<file path="config.mk">
export PLATFORM = sky130hd
export DESIGN_NAME = kfps2kb_command_scheduler
export DESIGN_NICKNAME = d
export VERILOG_FILES = /design/src/rtl/kfps2kb_command_scheduler.sv
export SDC_FILE = /design/constraint.sdc
export NUM_CORES = 1
export LEC_CHECK = 0
export ABC_AREA = 0
export BUFFER_PORTS_ARGS = -buffer_cell sky130_fd_sc_hd__clkbuf_2
export CAP_MARGIN = 10
export CORE_MARGIN = 10
export CORE_UTILIZATION = 57
export DETAILED_ROUTE_END_ITERATION = 12
export PLACE_DENSITY = 0.83
export SLEW_MARGIN = 20
export SYNTH_ARGS = -nofsm -noshare
export SYNTH_HDL_FRONTEND = slang
export SYNTH_SLANG_ARGS = --single-unit
</file>
<file path="constraint.sdc">
create_clock -name clock -period 2.5 [get_ports clock]
set_input_delay 0.25 -clock clock [delete_from_list [all_inputs] [get_ports clock]]
set_output_delay 0.25 -clock clock [all_outputs]
set_load 0.005 [all_outputs]
</file>
<file path="src/rtl/kfps2kb_command_scheduler.sv">
// Host-side PS/2 keyboard command sequencer: arbitrates reset/LED (and optionally typematic) requests,
// drives the host-to-device transmitter and tracks ACK/resend/BAT replies. Option macro: KFPS2KB_TYPEMATIC_EN.
module kfps2kb_command_scheduler #(
  parameter logic [23:0] ACK_TIMEOUT = 24'd20000,
  parameter logic [23:0] BAT_TIMEOUT = 24'd1000000,
  parameter logic [1:0]  MAX_RETRY   = 2'd3
) (
  input  logic       clock,
  input  logic       reset_n,
  input  logic       req_reset,
  input  logic       req_leds,
  input  logic [2:0] led_state,
`ifdef KFPS2KB_TYPEMATIC_EN
  input  logic       req_typematic,
  input  logic [7:0] typematic_rate,
`endif
  output logic       tx_valid,
  output logic [7:0] tx_data,
  input  logic       tx_ready,
  input  logic       tx_done,
  input  logic       tx_error,
  input  logic       rx_valid,
  input  logic [7:0] rx_data,
  output logic       rx_claim,
  output logic       busy,
  output logic       bat_pass,
  output logic       cmd_error
);

  localparam logic [7:0] CMD_RESET = 8'hFF;
  localparam logic [7:0] CMD_LEDS  = 8'hED;
  localparam logic [7:0] CMD_TYPE  = 8'hF3;
  localparam logic [7:0] RSP_ACK   = 8'hFA;
  localparam logic [7:0] RSP_RESEND = 8'hFE;
  localparam logic [7:0] RSP_BAT_OK = 8'hAA;
  localparam logic [7:0] RSP_BAT_ERR = 8'hFC;

  typedef enum logic [2:0] {
    S_IDLE, S_LOAD, S_SEND, S_WAIT_TX, S_WAIT_ACK, S_WAIT_BAT, S_RETRY
  } state_t;

  typedef enum logic [1:0] {C_RESET, C_LEDS, C_TYPE} cmd_t;

  state_t      state_q, state_d;
  cmd_t        cmd_q, cmd_d;
  logic [7:0]  tx_data_q, tx_data_d;
  logic [7:0]  arg_q, arg_d;
  logic        is_arg_q, is_arg_d;
  logic [1:0]  retry_q, retry_d;
  logic [23:0] timer_q, timer_d;
  logic        cmd_error_q, cmd_error_d;
  logic        pend_reset_q, pend_reset_d;
  logic        pend_leds_q, pend_leds_d;
  logic        pend_type_q, pend_type_d;

  logic        req_type_w;
  logic [7:0]  type_rate_w;
  logic [23:0] timer_inc;

`ifdef KFPS2KB_TYPEMATIC_EN
  assign req_type_w  = req_typematic;
  assign type_rate_w = typematic_rate;
`else
  assign req_type_w  = 1'b0;
  assign type_rate_w = 8'h00;
`endif

  assign timer_inc = (timer_q == 24'hFFFFFF) ? timer_q : timer_q + 24'd1;

  always_comb begin
    state_d     = state_q;
    cmd_d       = cmd_q;
    tx_data_d   = tx_data_q;
    arg_d       = arg_q;
    is_arg_d    = is_arg_q;
    retry_d     = retry_q;
    timer_d     = '0;
    cmd_error_d = cmd_error_q;
    pend_reset_d = pend_reset_q | req_reset;
    pend_leds_d  = pend_leds_q | req_leds;
    pend_type_d  = pend_type_q | req_type_w;
    rx_claim    = 1'b0;
    bat_pass    = 1'b0;

    case (state_q)
      S_IDLE: begin
        if (pend_reset_q || pend_leds_q || pend_type_q) state_d = S_LOAD;
      end
      S_LOAD: begin
        cmd_error_d = 1'b0;
        retry_d     = 2'd0;
        is_arg_d    = 1'b0;
        state_d     = S_SEND;
        // A reset returns the device LEDs to off, so a queued LED update is dropped.
        // Requests arriving this very cycle still latch and are serviced afterwards.
        if (pend_reset_q) begin
          cmd_d        = C_RESET;
          tx_data_d    = CMD_RESET;
          pend_reset_d = req_reset;
          pend_leds_d  = req_leds;
        end else if (pend_leds_q) begin
          cmd_d       = C_LEDS;
          tx_data_d   = CMD_LEDS;
          arg_d       = {5'b0, led_state};
          pend_leds_d = req_leds;
        end else if (pend_type_q) begin
          cmd_d       = C_TYPE;
          tx_data_d   = CMD_TYPE;
          arg_d       = type_rate_w;
          pend_type_d = req_type_w;
        end else begin
          state_d = S_IDLE;
        end
      end
      S_SEND: begin
        if (tx_ready) state_d = S_WAIT_TX;
      end
      S_WAIT_TX: begin
        if (tx_done) state_d = S_WAIT_ACK;
        else if (tx_error) state_d = S_RETRY;
      end
      S_WAIT_ACK: begin
        timer_d = timer_inc;
        // A received byte takes precedence over a timeout in the same cycle.
        if (rx_valid && rx_data == RSP_ACK) begin
          rx_claim = 1'b1;
          if (cmd_q == C_RESET) begin
            state_d = S_WAIT_BAT;
            timer_d = '0;
          end else if (!is_arg_q) begin
            tx_data_d = arg_q;
            is_arg_d  = 1'b1;
            retry_d   = 2'd0;
            state_d   = S_SEND;
          end else begin
            state_d = S_IDLE;
          end
        end else if (rx_valid && rx_data == RSP_RESEND) begin
          rx_claim = 1'b1;
          state_d  = S_RETRY;
        end else if (timer_q >= ACK_TIMEOUT - 24'd1) begin
          state_d = S_RETRY;
        end
      end
      S_WAIT_BAT: begin
        timer_d = timer_inc;
        if (rx_valid && rx_data == RSP_BAT_OK) begin
          rx_claim = 1'b1;
          bat_pass = 1'b1;
          state_d  = S_IDLE;
        end else if (rx_valid && rx_data == RSP_BAT_ERR) begin
          rx_claim    = 1'b1;
          cmd_error_d = 1'b1;
          state_d     = S_IDLE;
        end else if (timer_q >= BAT_TIMEOUT - 24'd1) begin
          cmd_error_d = 1'b1;
          state_d     = S_IDLE;
        end
      end
      S_RETRY: begin
        if (retry_q == MAX_RETRY) begin
          cmd_error_d = 1'b1;
          state_d     = S_IDLE;
        end else begin
          retry_d = retry_q + 2'd1;
          state_d = S_SEND;
        end
      end
      default: state_d = S_IDLE;
    endcase
  end

  always_ff @(posedge clock or negedge reset_n) begin
    if (!reset_n) begin
      state_q      <= S_IDLE;
      cmd_q        <= C_RESET;
      tx_data_q    <= 8'h00;
      arg_q        <= 8'h00;
      is_arg_q     <= 1'b0;
      retry_q      <= 2'd0;
      timer_q      <= 24'd0;
      cmd_error_q  <= 1'b0;
      pend_reset_q <= 1'b0;
      pend_leds_q  <= 1'b0;
      pend_type_q  <= 1'b0;
    end else begin
      state_q      <= state_d;
      cmd_q        <= cmd_d;
      tx_data_q    <= tx_data_d;
      arg_q        <= arg_d;
      is_arg_q     <= is_arg_d;
      retry_q      <= retry_d;
      timer_q      <= timer_d;
      cmd_error_q  <= cmd_error_d;
      pend_reset_q <= pend_reset_d;
      pend_leds_q  <= pend_leds_d;
      pend_type_q  <= pend_type_d;
    end
  end

  assign tx_valid  = (state_q == S_SEND);
  assign tx_data   = tx_data_q;
  assign busy      = (state_q != S_IDLE);
  assign cmd_error = cmd_error_q;

endmodule
</file>
==> results.json <==
{
  "outcome": "complete, no violations",
  "irDropWorstVdd_mv": 0.5028,
  "r2r_end": "timer_q[8]",
  "leakage_uw": 0.001108,
  "cts.htree.levels": 2,
  "synth_warnings": 0,
  "track_usage_pct": 14.66,
  "powerDensity_mw_per_mm2": 715.0,
  "worst_hold_path_type": "input pin to async pin",
  "synth_cells": 253,
  "die_w_um": 84.70,
  "timing.rr.start": "timer_q[0]",
  "clock_latency_ps": 290,
  "tightest_slew_ps": 548.2,
  "cap_violations": 0,
  "grt_pass1_vias": 1887,
  "yosys-top-cells-area": "dfrtp_1 44%, nor2_1 5.7%, xnor2_1 3.7%",
  "cp.arrival_ps": 2390,
  "vias": 1988,
  "finalPower_uw": 1906,
  "grt-ovfl-total": 0,
  "max_freq_mhz": 449.9,
  "avgViaCountPerCell": 5.899,
  "numCtsBuffers": 5,
  "hold_viol_final": 0,
  "drc": 0,
  "drt_wl_total_mm": 5.215,
  "cts_root_buf": "clkbuf_8",
  "cts_resized": 0,
  "utilization_pct": 66.15,
  "cp_cell_sequence": "ha_1 > nand3_1 > nor3_1 > and3_1 > or3_4 > xnor2_1 > nor2_1",
  "crit_fanout": 10,
  "critPathKind": "flop to flop",
  "fin_nets": 308,
  "setup_tns_ps": 0,
  "grt_max_degree": 43,
  "cpPeakStageDelay_ps": 470,
  "drive_gt1_share_pct": 21.95,
  "antenna_cells": 0,
  "rsz0062_at_grt": "false",
  "finalClockSkew_ps": 5.769,
  "hold_buffers": 0,
  "design.core.area_mm2": 0.004029,
  "ys_types": 53,
  "synthArstFlopShare_pct": 100.0,
  "dr.first_iter.drc_count": 155,
  "cts.sink_count": 42,
  "crit_path_end_kind": "flop",
  "clock_path_buffers": 2,
  "path_clk_slew_ps": 70,
  "drv_slew": 0,
  "synth_seq_cells": 42,
  "pre_cts_ws_ps": 324.6,
  "fin_ws_ps": 277.3,
  "cts_setup_buffers": 0,
  "avgSynthCellArea_um2": 9.431,
  "die-area_mm2": 0.007174,
  "crit_required_ps": 2670,
  "place.gp.congestion": 0.8497,
  "first_pass_iters": 4,
  "rows": 23,
  "finish.instance_area_mm2": 0.002665,
  "io_buffers": 31,
  "postPlaceCellArea_mm2": 0.002589,
  "start_util_pct": 59.22,
  "yosys.area.top_type": "dfrtp_1",
  "place_hpwl_mm": 3.847,
  "num_io_pins": 32,
  "finalSetupViolCount": 0,
  "drt-wirelength-per-cell_um": 15.47,
  "period_minus_slack_ps": 2223,
  "synth.top_cell.area_share_pct": 44.05,
  "syn_nets": 274,
  "cts_tree": "yes",
  "cp-start-kind": "flop",
  "slew_headroom_pct": 63.12,
  "die_y_um": 84.70,
  "fin_crit_sh_pct": 88.91,
  "final_common_cell": "dfrtp_1",
  "netlist_area_mm2": 0.002386,
  "r2r_cells": 7,
  "postRouteAntennaNets": 0,
  "synth_edf_count": 0,
  "area_delta_synth_final_pct": 11.69,
  "regToRegSetupSlack_ps": 280,
  "grt_antenna_before_repair": 0,
  "grt_pass1_wl_mm": 8.825,
  "yosysSeqAreaShare_pct": 44.05,
  "final_cell_mix": "42 x dfrtp_1, 36 x nor2_1, 31 x clkbuf_2, 18 x nand2_1, 12 x nand3_1",
  "synth_ff_type": "dfrtp_1",
  "critPathSlowestCell": "and3_1",
  "nFillCells": 332
}
==> per-layer routing <==
metal  track usage, %  up-vias  routed length, um
met4            5.838        0                 81
met5                0        -                  0
met1            18.18      947               2362
met3            4.638        7                366
li1                 -      968                  -
met2            23.06       66               2404
==> state kept, by name, summed over array words and instances (netlist names), 2 cells and up <==
register / count
state_q: 3
retry_q: 2
tx_data: 5
arg_q: 3
timer_q: 24
==> cell type report <==
class / count / area [um2] / share of cell area [%]
clock buffer: 7 / 76.32 / 2.864
inverter: 9 / 33.78 / 1.268
multi-input combinational: 191 / 1234 / 46.29
sequential: 42 / 1051 / 39.44
tap: 50 / 62.56 / 2.347
timing repair buffer: 38 / 207.7 / 7.793
==> report_power, final <==
part | switching (uW) | leakage, uW | internal [uW]
registers | 146 | 0.000544 | 796
clock network | 222 | 0.0000383 | 192
logic | 282 | 0.000525 | 268
total | 649 | 0.00111 | 1260
==> per-stage QoR <==
stage | hold slack [ps] | std cells
2_1_floorplan | -45.59 | 253
3_3_place_gp | 346.4 | 330
3_5_place_dp | 349.2 | 330
4_1_cts | 28.25 | 337
5_1_grt | 55.29 | 337
6_report | 5.454 | 337
==> synth_stat cells, types with 3 or more instances <==
| cell | n |
|---|---|
| mux2_2 | 3 |
| nand3_1 | 12 |
| nand2_1 | 18 |
| nor2b_1 | 4 |
| o21ai_0 | 11 |
| xnor2_1 | 10 |
| buf_4 | 4 |
| nor2_1 | 36 |
| dfrtp_1 | 42 |
| clkbuf_1 | 3 |
| nor3_1 | 8 |
| or3_1 | 5 |
| and3_1 | 3 |
| a31oi_1 | 4 |
| xor2_1 | 10 |
| nor4_1 | 8 |
| inv_1 | 9 |
| nand4_1 | 9 |
| a21oi_1 | 7 |
| buf_2 | 3 |
==> worst max path at each step <==
| stage | startpoint | end | slack [ps] | depth (start not counted) |
|---|---|---|---|---|
| after global routing | timer_q[0] | timer_q[19] | 40 | 7 |
| final | timer_q[0] | timer_q[8] | 280 | 7 |
| after floorplan | timer_q[0] | state_q[0] | 520 | 7 |
| after detailed placement | timer_q[0] | timer_q[8] | 320 | 7 |
| after CTS | timer_q[0] | timer_q[8] | 310 | 7 |
| after global placement | timer_q[0] | state_q[0] | 420 | 7 |
==> worst max-delay path: cells and delay by family (launching register included) <==
family | cells | cell delay (ps)
AND/OR/NAND/NOR | 5 | 1340
adder cells (fa/ha/maj) | 1 | 240
flip-flops | 1 | 410
XOR/XNOR | 1 | 120
==> cell families (layout without fill, tap and decap cells) <==
| logic type | Yosys count | after routing | synth area share, % |
|---|---|---|---|
| buf+inv | 20 | 54 | 4.247 |
| compound gates | 39 | 39 | 11.59 |
| mux | 7 | 7 | 3.199 |
| fa+ha+maj | 2 | 2 | 1.049 |
| simple gates | 123 | 123 | 28.53 |
| flops | 42 | 42 | 44.05 |
| xor+xnor | 20 | 20 | 7.341 |
No activity file was read; power rests on OpenSTA's default activity.
